==> config.mk <==
export PLATFORM = sky130hd
export DESIGN_NAME = debounce_sync
export DESIGN_NICKNAME = d
export VERILOG_FILES = /design/src/rtl/debounce_sync.sv
export SDC_FILE = /design/constraint.sdc
export NUM_CORES = 1
export LEC_CHECK = 0
export BUFFER_PORTS_ARGS = -buffer_cell sky130_fd_sc_hd__buf_4
export CORE_AREA = 8 8 45 47
export CTS_BUF_LIST = sky130_fd_sc_hd__clkbuf_4
export DETAILED_ROUTE_END_ITERATION = 7
export DIE_AREA = 0 0 53 55
export SLEW_MARGIN = 20
export SYNTH_ARGS = -nofsm -noshare
export SYNTH_HDL_FRONTEND = slang
export SYNTH_SLANG_ARGS = --single-unit
export TNS_END_PERCENT = 100
==> constraint.sdc <==
create_clock -name clk -period 1.1 [get_ports clk]
set_input_delay 0.22 -clock clk [delete_from_list [all_inputs] [get_ports clk]]
set_output_delay 0.22 -clock clk [all_outputs]
set_load 0.01 [all_outputs]
==> src/rtl/debounce_sync.sv <==
`default_nettype none
// +----------------------------------------------------------------------------+
// | Module      : debounce_sync                                                |
// | Description : Synchronizes a raw asynchronous level into the clk domain   |
// |               and accepts a new level only after it has persisted for     |
// |               STABLE_CNT consecutive cycles. Drives a registered level    |
// |               with its complement plus one-cycle rise/fall pulses.        |
// | Ports       : clk   - single clock, rising edge                           |
// |               rst   - asynchronous reset, active low                      |
// |               d_in  - raw asynchronous level                              |
// |               q/qb  - debounced level and its registered complement       |
// |               rise  - one-cycle pulse when q loads 1                      |
// |               fall  - one-cycle pulse when q loads 0                      |
// |               busy  - high while a candidate change is being qualified    |
// | Revision    : 1.0 - initial release                                       |
// +----------------------------------------------------------------------------+
module debounce_sync #(
   parameter int SYNC_STAGES = 2,
   parameter int CNT_W       = 4,
   parameter int STABLE_CNT  = 10
) (
   input  logic clk,
   input  logic rst,
   input  logic d_in,
   output logic q,
   output logic qb,
   output logic rise,
   output logic fall,
   output logic busy
);

   typedef enum logic [0:0] {
      ST_IDLE  = 1'b0,
      ST_COUNT = 1'b1
   } state_t;

   // Terminal count: the STABLE_CNT-th mismatching sample is seen while
   // the counter holds STABLE_CNT-1.
   localparam logic [CNT_W-1:0] c_cnt_term = CNT_W'(STABLE_CNT - 1);
   localparam logic [CNT_W-1:0] c_cnt_one  = CNT_W'(1);

   logic [SYNC_STAGES-1:0] r_sync;
   logic                   w_s;

   state_t                 r_state;
   state_t                 w_state_nxt;
   logic [CNT_W-1:0]       r_cnt;
   logic [CNT_W-1:0]       w_cnt_nxt;
   logic                   r_q;
   logic                   r_qb;
   logic                   r_rise;
   logic                   r_fall;
   logic                   w_q_nxt;
   logic                   w_rise_nxt;
   logic                   w_fall_nxt;

   // Plain shift chain: nothing may sit between stages so that a
   // metastable first stage gets a full period to resolve.
   always_ff @(posedge clk or negedge rst) begin
      if (!rst) begin
         r_sync <= '0;
      end else begin
         r_sync <= {r_sync[SYNC_STAGES-2:0], d_in};
      end
   end

   assign w_s = r_sync[SYNC_STAGES-1];

   always_ff @(posedge clk or negedge rst) begin
      if (!rst) begin
         r_state <= ST_IDLE;
         r_cnt   <= '0;
         r_q     <= 1'b0;
         r_qb    <= 1'b1;
         r_rise  <= 1'b0;
         r_fall  <= 1'b0;
      end else begin
         r_state <= w_state_nxt;
         r_cnt   <= w_cnt_nxt;
         r_q     <= w_q_nxt;
         r_qb    <= ~w_q_nxt;
         r_rise  <= w_rise_nxt;
         r_fall  <= w_fall_nxt;
      end
   end

   always_comb begin
      w_state_nxt = r_state;
      w_cnt_nxt   = r_cnt;
      w_q_nxt     = r_q;
      w_rise_nxt  = 1'b0;
      w_fall_nxt  = 1'b0;

      unique case (r_state)
         ST_IDLE: begin
            if (w_s != r_q) begin
               w_state_nxt = ST_COUNT;
               w_cnt_nxt   = c_cnt_one;
            end else begin
               w_cnt_nxt   = '0;
            end
         end
         ST_COUNT: begin
            // The bounce test comes first, so a sample that reverts on
            // the terminal edge still abandons the attempt.
            if (w_s == r_q) begin
               w_state_nxt = ST_IDLE;
               w_cnt_nxt   = '0;
            end else if (r_cnt == c_cnt_term) begin
               w_state_nxt = ST_IDLE;
               w_cnt_nxt   = '0;
               w_q_nxt     = w_s;
               // w_s differs from q here, so its value names the edge.
               w_rise_nxt  = w_s;
               w_fall_nxt  = ~w_s;
            end else begin
               w_cnt_nxt   = r_cnt + c_cnt_one;
            end
         end
         default: begin
            w_state_nxt = ST_IDLE;
            w_cnt_nxt   = '0;
         end
      endcase
   end

   assign q    = r_q;
   assign qb   = r_qb;
   assign rise = r_rise;
   assign fall = r_fall;
   assign busy = (r_state == ST_COUNT);

endmodule
`default_nettype wire

==> results.yml, run 1 <==
clocking:
  cts_tree: "yes"
  numCtsBuffers: 3
  path_clk_slew_ns: 0.06
  htreeDepth: 1
  clockBufferDepth: 2
  root_buffer: "clkbuf_4"
  clock-sinks: 11
  insertion_delay_ns: 0.27
sta:
  period_needed_ns: 1.17
  timing.fmax_ghz: 0.857
  rsz0062_at_grt: "yes"
  fin_crit_sh_pct: 106
  whs_ns: 0.0509
  worst_slack_ns: -0.0665
  drv_slew: 0
  tightest_slew_ns: 0.271
  final-setup-viol-count: 10
  maxSlewHeadroom_pct: 81.8
  clock_skew_ns: 0.00141
  finalHoldViolations: 0
floorplan:
  ios: 8
  die_h_um: 55
  row_count: 14
  dieArea_um2: 2920
  start_util_pct: 31.2
  die_w_um: 53
  core_um2: 1380
synth:
  syn_avg_cell_area_um2: 14.4
  yosysTopAreaCellShare_pct: 58.0
  synth.top_cells.by_area: "dfrtp_1 58%, dfstp_2 6.1%, ha_1 5.8%"
  yosysWarningCount: 0
  ys_seq_area_share_pct: 64.1
  synth-edff-count: 0
  synth-main-ff-cell: "dfrtp_1"
  synthCells: 30
  synth-seq-cells: 11
  yosys.area.top_type: "dfrtp_1"
  syn_area_um2: 432
  syn-num-nets: 35
  ys_types: 16
  synthArstFlopShare_pct: 100
flow_run:
  drv_cap: 0
worst_setup_path:
  cp-start-kind: "register"
  crit_fanout: 3
  r2r_cells: 4
  r2r_start: "r_cnt[1]"
  reg2reg_slack_ns: -0.07
  cp.required_ns: 1.26
  critPathArrivalTime_ns: 1.32
  reg2reg_to: "q"
  cp-end-kind: "register"
  critPathKind: "reg -> reg"
cells_and_area:
  seq_area_um2: 278
  fillers: 128
  final_cells: 65
  synthToLayoutAreaGrowth_pct: 49.3
  multi_input_area_um2: 179
  fin_area_um2: 644
  diodes: 0
  drive_above_1_share_pct: 59.2
  final_nets: 55
place:
  post-place-ws_ns: -0.0964
  hpwlAfterDp_um: 615
  gp_congestion: 0.804
  portBuffers: 7
  dpl_cell_area_um2: 544
  dp.cells: 58
drt:
  via_per_inst: 4.51
  first_pass_iters: 4
  drt_iter0_markers: 4
  drc: 0
  dr_total_vias: 293
  ant_nets: 0
  wire_per_inst_um: 13.4
  wl_um: 874
global_route:
  grt_overflow: 0
  antenna_found_initial: 0
  grt.total_usage_pct: 7.62
  grt_pass1_wl_um: 1480
  grt_max_degree: 12
  first_global_vias: 347
hold_path:
  hold_start: "d_in"
  worst_hold_path_type: "in -> reg"
  hold_depth: 1
  min_to: "r_sync[0]"
power_and_ir_drop:
  ir_drop_v: 0.000626
  power.density_nw_per_um2: 1220
  p_total_w: 0.000786
  leakagePower_nw: 0.307
run_status:
  violations: "setup timing"
  status: "complete, but fails checks"
where the power goes:
group           total, W  switching [W]  internal (W)
sequential      0.000427      0.0000119      0.000416
clock           0.000297       0.000132      0.000165
combinational  0.0000608      0.0000269     0.0000339
worst max path at each step:
stage / from / endpoint / slack, ns / cells past startpoint
4_1_cts: r_cnt[1] / q / -0.06 / 4
3_5_place_dp: r_cnt[1] / q / -0.1 / 4
5_1_grt: r_cnt[1] / q / -0.11 / 4
3_3_place_gp: r_cnt[1] / q / -0.06 / 4
2_1_floorplan: r_cnt[1] / q / -0.07 / 4
6_report: r_cnt[1] / q / -0.07 / 4
layout make-up:
type / count / area share [%]
multi-input combinational: 17 / 27.8
inverter: 2 / 1.17
clock buffer: 4 / 4.66
timing repair buffer: 15 / 20.2
tap: 16 / 3.11
sequential: 11 / 43.1
cell families after synthesis:
kind of cell	share of synthesized area, %
compound gates	3.48
flops	64.1
buf+inv	1.74
simple gates	15.4
xor+xnor	6.09
fa+ha+maj	5.80
mux	3.48
per-stage QoR:
| step | setup TNS [ns] | util [%] |
|---|---|---|
| floorplan | -0.170 | - |
| global placement | -0.199 | 39.3 |
| detailed placement | -0.514 | 39.3 |
| CTS | -0.228 | 45.7 |
| global route | -0.824 | 46.6 |
| finish | -0.242 | 46.6 |
worst max-delay path, stage by stage, from the launching register on:
cell and delay, ns:
dfrtp_1 0.39, inv_2 0.07, ha_4 0.14, nand4b_4 0.12, mux2_4 0.33
sequential cells by signal, summed over array words and instances (netlist names):
name    flops
r_cnt       4
busy        1
r_sync      2
qb          1
rise        1
fall        1
q           1
repair_timing:
| action | CTS | global route |
|---|---|---|
| pin swaps | 1 | 2 |
| resized for setup | 8 | 3 |
| setup endpoints to repair | 11 | 11 |
| hold endpoints to repair | 11 | 0 |
| gates cloned | 0 | 0 |
| hold buffers | 1 | 0 |
| setup buffers | 2 | 0 |
metal layers:
| metal | vias up | GRT usage [%] | routed length, µm | share of wire [%] |
|---|---|---|---|---|
| met3 | 3 | 3.48 | 72 | 8.2 |
| met5 | - | 0 | 0 | 0 |
| met4 | 0 | 6.47 | 26 | 3.0 |
| met2 | 12 | 13.3 | 441 | 50 |
| li1 | 135 | - | - | - |
| met1 | 143 | 6.58 | 334 | 38 |
synthesized netlist by cell type, drive strengths merged, types with 2 or more instances:
cell and n:
nor2 3, xor2 2, ha 2, dfrtp 10, inv 2, nor3b 2
layout by cell type, fill, tap and decap left out, drive strengths merged:
cell         Yosys  routed
ha               2       2
nor2             3       3
nand3            1       1
mux2             1       1
o211ai           1       1
a21boi           1       1
xnor2            1       1
buf              0      14
xor2             2       2
nand2            1       1
dfrtp           10      10
and2             1       1
clkbuf           0       4
dfstp            1       1
inv              2       2
dlygate4sd3      0       1
nor3b            2       2
nand4b           1       1
Power figures use the tool's default switching activity.
==> run 2: changes to the inputs <==
Settings changed: SKIP_CTS_REPAIR_TIMING from default to 1.
==> run 2 against run 1 <==
The run still ends with setup timing left. Clock power barely moved. Worst hold slack got worse by 0.00060 ns. Register-to-register slack got worse by 0.02 ns. Sequential share of layout area rose by 1.0 points. Routed wire length fell by 3.1%. Power fell by 0.14%. Critical path type unchanged.
==> results.yml, run 2 (synthesis gave the netlist of run 1 again) <==
run_status:
  status: "complete, but fails checks"
  violations: "setup timing"
global_route:
  grt.total_usage_pct: 6.58
  grt_pass1_wl_um: 1280
  first_global_vias: 313
  grt_max_degree: 12
  grt_overflow: 0
  antenna_found_initial: 0
drt:
  via_per_inst: 4.42
  drt_iter0_markers: 3
  first_pass_iters: 3
  wl_um: 847
  drc: 0
  dr_total_vias: 283
  wire_per_inst_um: 13.2
  ant_nets: 0
worst_setup_path:
  r2r_cells: 4
  critPathKind: "reg -> reg"
  cp-startpoint: "r_cnt[1]"
  reg2reg_slack_ns: -0.08
  cp-endpoint: "q"
  reg2reg_to: "q"
  r2r_start: "r_cnt[1]"
  critPathArrivalTime_ns: 1.34
  cp-start-kind: "register"
  cp-end-kind: "register"
  cp.required_ns: 1.26
  crit_fanout: 3
sta:
  final-setup-viol-count: 10
  maxSlewHeadroom_pct: 82.7
  tightest_slew_ns: 0.258
  finalHoldViolations: 0
  fin_crit_sh_pct: 108
  worst_slack_ns: -0.0848
  drv_slew: 0
  timing.fmax_ghz: 0.844
  period_needed_ns: 1.18
  setup_tns_ns: -0.379
  rsz0062_at_grt: "yes"
  clock_skew_ns: 0.00169
cells_and_area:
  final_cell_mix: "9 x dfrtp_1, 9 x buf_4, 4 x clkbuf_4, 4 x buf_6, 3 x nor2_1"
  final_cells: 64
  diodes: 0
  fin_area_um2: 629
  multi_input_area_um2: 171
  synthToLayoutAreaGrowth_pct: 45.8
  final_nets: 54
  fin_util_pct: 45.5
  seq_area_um2: 278
  drive_above_1_share_pct: 56.3
  largest_reg_flops: 4
  reg.largest.list: "r_cnt (4), r_sync (2)"
  top_register: "r_cnt"
  fillers: 133
power_and_ir_drop:
  seqPwrFrac_pct: 54.4
  clockPowerShare_pct: 38.0
  power.density_nw_per_um2: 1250
  p_total_w: 0.000785
  leakagePower_nw: 0.301
  ir_drop_v: 0.000660
  switching_share_pct: 21.7
  internal-power_w: 0.000614
  combPwrFrac_pct: 7.7
  switchingPower_w: 0.000170
clocking:
  htreeDepth: 1
  clockBufferDepth: 2
  insertion_delay_ns: 0.27
  clock-sinks: 11
  path_clk_slew_ns: 0.06
  numCtsBuffers: 3
  cts_tree: "yes"
  root_buffer: "clkbuf_4"
floorplan:
  die_h_um: 55
  dieArea_um2: 2920
  die_w_um: 53
  ios: 8
  core_um2: 1380
  row_count: 14
  start_util_pct: 31.2
place:
  dp.cells: 58
  hpwlAfterDp_um: 615
  gp_congestion: 0.804
  portBuffers: 7
  dpl_cell_area_um2: 544
flow_run:
  drv_cap: 0
hold_path:
  worst_hold_path_type: "in -> reg"
[run 2: how the worst min path moves through the flow]
stage                     startpoint   endpoint  cells after the start
final                           d_in  r_sync[0]                      1
after global routing            d_in  r_sync[0]                      1
after CTS                        rst          q                      1
after detailed placement         rst       busy                      1
after global placement           rst       busy                      1
after floorplan                  rst       busy                      0
[run 2: per-layer routing]
layer | vias up | track usage [%] | part of all wire [%]
li1 | 133 | - | -
met1 | 137 | 5.03 | 34
met2 | 10 | 11.7 | 54
met3 | 3 | 3.21 | 8.3
met4 | 0 | 6.47 | 3.1
met5 | - | 0 | 0
[run 2: worst max-delay path: stages, from the launching register on]
cell and delay, ns:
dfrtp_1 0.39, inv_2 0.08, ha_4 0.15, nand4b_4 0.12
mux2_4 0.33
[run 2: final cells by class]
class,instances,share of cell area [%]
tap,16,3.18
inverter,2,1.19
timing repair buffer,14,19.5
multi-input combinational,17,27.2
clock buffer,4,4.77
sequential,11,44.1
[run 2: stage by stage]
| step | hold slack (ns) | worst slack (ns) |
|---|---|---|
| after floorplan | -0.0756 | -0.0715 |
| after global placement | 0.0563 | -0.0573 |
| after detailed placement | 0.0603 | -0.0964 |
| after CTS | -0.236 | -0.105 |
| after global routing | 0.0445 | -0.125 |
| final | 0.0503 | -0.0848 |
[run 2: power by group through the flow]
| stage | combinational (W) | sequential, W | clock [W] |
|---|---|---|---|
| 6_report | 0.0000602 | 0.000427 | 0.000298 |
| 5_1_grt | 0.0000658 | 0.000428 | 0.000325 |
| 4_1_cts | 0.0000491 | 0.000424 | 0.000310 |
| 3_5_place_dp | 0.0000489 | 0.000432 | 0 |
| 3_3_place_gp | 0.0000465 | 0.000431 | 0 |
| 2_1_floorplan | 0.0000183 | 0.000432 | 0 |
==> run 3: changes to the inputs <==
==> constraint.sdc (replaced) <==
create_clock -name clk -period 1.1 [get_ports clk]
set_input_delay 0.22 -clock clk [delete_from_list [all_inputs] [get_ports clk]]
set_output_delay 0.22 -clock clk [all_outputs]
set_load 0.02 [all_outputs]
==> run 3 against run 2 <==
The flow still finishes with violations (setup timing). Clock power hardly changed. Non-clock buffer count is 1 higher. Fmax is 0.16% higher. Sequential share of layout area is 1.0 points lower. Global-route usage stayed put. Register-to-register slack hardly changed. Die area stayed put. Largest power group unchanged.
==> results.yml, run 3 (synthesis gave the netlist of run 1 again) <==
run_status:
  status: "complete, but fails checks"
  violations: "setup timing"
global_route:
  grt_overflow: 0
  first_global_vias: 313
  grt_max_degree: 12
  grt.total_usage_pct: 6.58
  grt_pass1_wl_um: 1280
  antenna_found_initial: 0
worst_setup_path:
  cp-start-kind: "register"
  cp.required_ns: 1.26
  critical_path.cell_chain: "inv_2, ha_4, nand4b_4, mux2_4"
  cp_top_family: "flip-flops"
  max_stage_delay_ns: 0.39
  cp-end-kind: "register"
  critPathArrivalTime_ns: 1.34
  critPathKind: "reg -> reg"
  crit_fanout: 3
  slowest_stage: "dfrtp_1"
  path_buf_inv: 1
cells_and_area:
  top_register: "r_cnt"
  diodes: 0
  fin_area_um2: 644
  fin_util_pct: 46.6
  synthToLayoutAreaGrowth_pct: 49.3
  largest_reg_flops: 4
  reg.largest.list: "r_cnt (4), r_sync (2)"
  drive_above_1_share_pct: 59.2
  final_nets: 55
  final_common_cell: "buf_4"
  final_cell_mix: "10 x buf_4, 9 x dfrtp_1, 4 x clkbuf_4, 4 x buf_6, 3 x nor2_1"
sta:
  worst_slack_ns: -0.0830
  maxSlewHeadroom_pct: 82.7
  drv_slew: 0
  period_needed_ns: 1.18
  rsz0062_at_grt: "yes"
  tightest_slew_ns: 0.258
  fin_crit_sh_pct: 108
  clock_skew_ns: 0.00166
  finalHoldViolations: 0
  timing.fmax_ghz: 0.845
  final-setup-viol-count: 10
clocking:
  root_buffer: "clkbuf_4"
  clock-sinks: 11
  path_clk_slew_ns: 0.06
  htreeDepth: 1
  insertion_delay_ns: 0.27
  clockBufferDepth: 2
  cts_tree: "yes"
  numCtsBuffers: 3
floorplan:
  start_util_pct: 31.2
  dieArea_um2: 2920
  ios: 8
  row_count: 14
  core_um2: 1380
  die_h_um: 55
  die_w_um: 53
place:
  gp_congestion: 0.804
  dpl_cell_area_um2: 544
  portBuffers: 7
  hpwlAfterDp_um: 615
power_and_ir_drop:
  leakagePower_nw: 0.307
  power.density_nw_per_um2: 1220
  combPwrFrac_pct: 7.9
  seqPwrFrac_pct: 54.2
  clockPowerShare_pct: 37.8
  switchingPower_w: 0.000173
  switching_share_pct: 21.9
  ir_drop_v: 0.000660
  internal-power_w: 0.000615
hold_path:
  worst_hold_path_type: "in -> reg"
drt:
  first_pass_iters: 3
  drc: 0
  wl_um: 865
  wire_per_inst_um: 13.3
  drt_iter0_markers: 3
  dr_total_vias: 283
  ant_nets: 0
  via_per_inst: 4.35
flow_run:
  drv_cap: 0
## run 3: cell count changes in the layout (fill, tap and decap cells not counted)
cell and delta:
xor2_1 -1, xor2_2 +1, buf_4 +1
## run 3: area by class of cell
| cell class | count | area (µm²) |
|---|---|---|
| clock buffer | 4 | 30.0 |
| multi-input combinational | 17 | 179 |
| tap | 16 | 20.0 |
| inverter | 2 | 7.51 |
| fill | 131 | 739 |
| sequential | 11 | 278 |
| timing repair buffer | 15 | 130 |
## run 3: final timing paths
path,endpoint,cells past startpoint,startpoint,slack (ns)
min in group asynchronous,q,2,rst,0.32
worst max-delay path,q,4,r_cnt[1],-0.08
worst min-delay path,r_sync[0],1,d_in,0.05
max in group asynchronous,qb,2,rst,0.57
worst max register to register,q,4,r_cnt[1],-0.08
worst min register to register,r_sync[1],0,r_sync[0],0.35
## run 3: layer usage
layer | global-route usage, % | vias to the layer above | wire length [µm]
li1 | - | 134 | -
met1 | 5.03 | 136 | 302
met2 | 11.7 | 10 | 465
met3 | 3.21 | 3 | 70
met4 | 6.47 | 0 | 26
met5 | 0 | - | 0
## run 3: stage by stage
stage	hold slack (ns)	setup TNS [ns]	std cells	setup slack, ns	power (W)
finish	0.0502	-0.391	65	-0.0830	0.000788
global route	0.0445	-0.960	65	-0.125	0.000822
CTS	-0.236	-0.787	62	-0.105	0.000785
detailed placement	0.0603	-0.514	58	-0.0964	0.000482
global placement	0.0563	-0.199	58	-0.0573	0.000479
floorplan	-0.0756	-0.180	30	-0.0733	0.000452
## run 3: power by group through the flow
stage                     Clock [W]  Sequential [W]  Combinational [W]
after floorplan                   0        0.000434          0.0000183
after global routing       0.000325        0.000429          0.0000681
after CTS                  0.000310        0.000424          0.0000507
final                      0.000298        0.000427          0.0000626
after global placement            0        0.000431          0.0000482
after detailed placement          0        0.000432          0.0000505
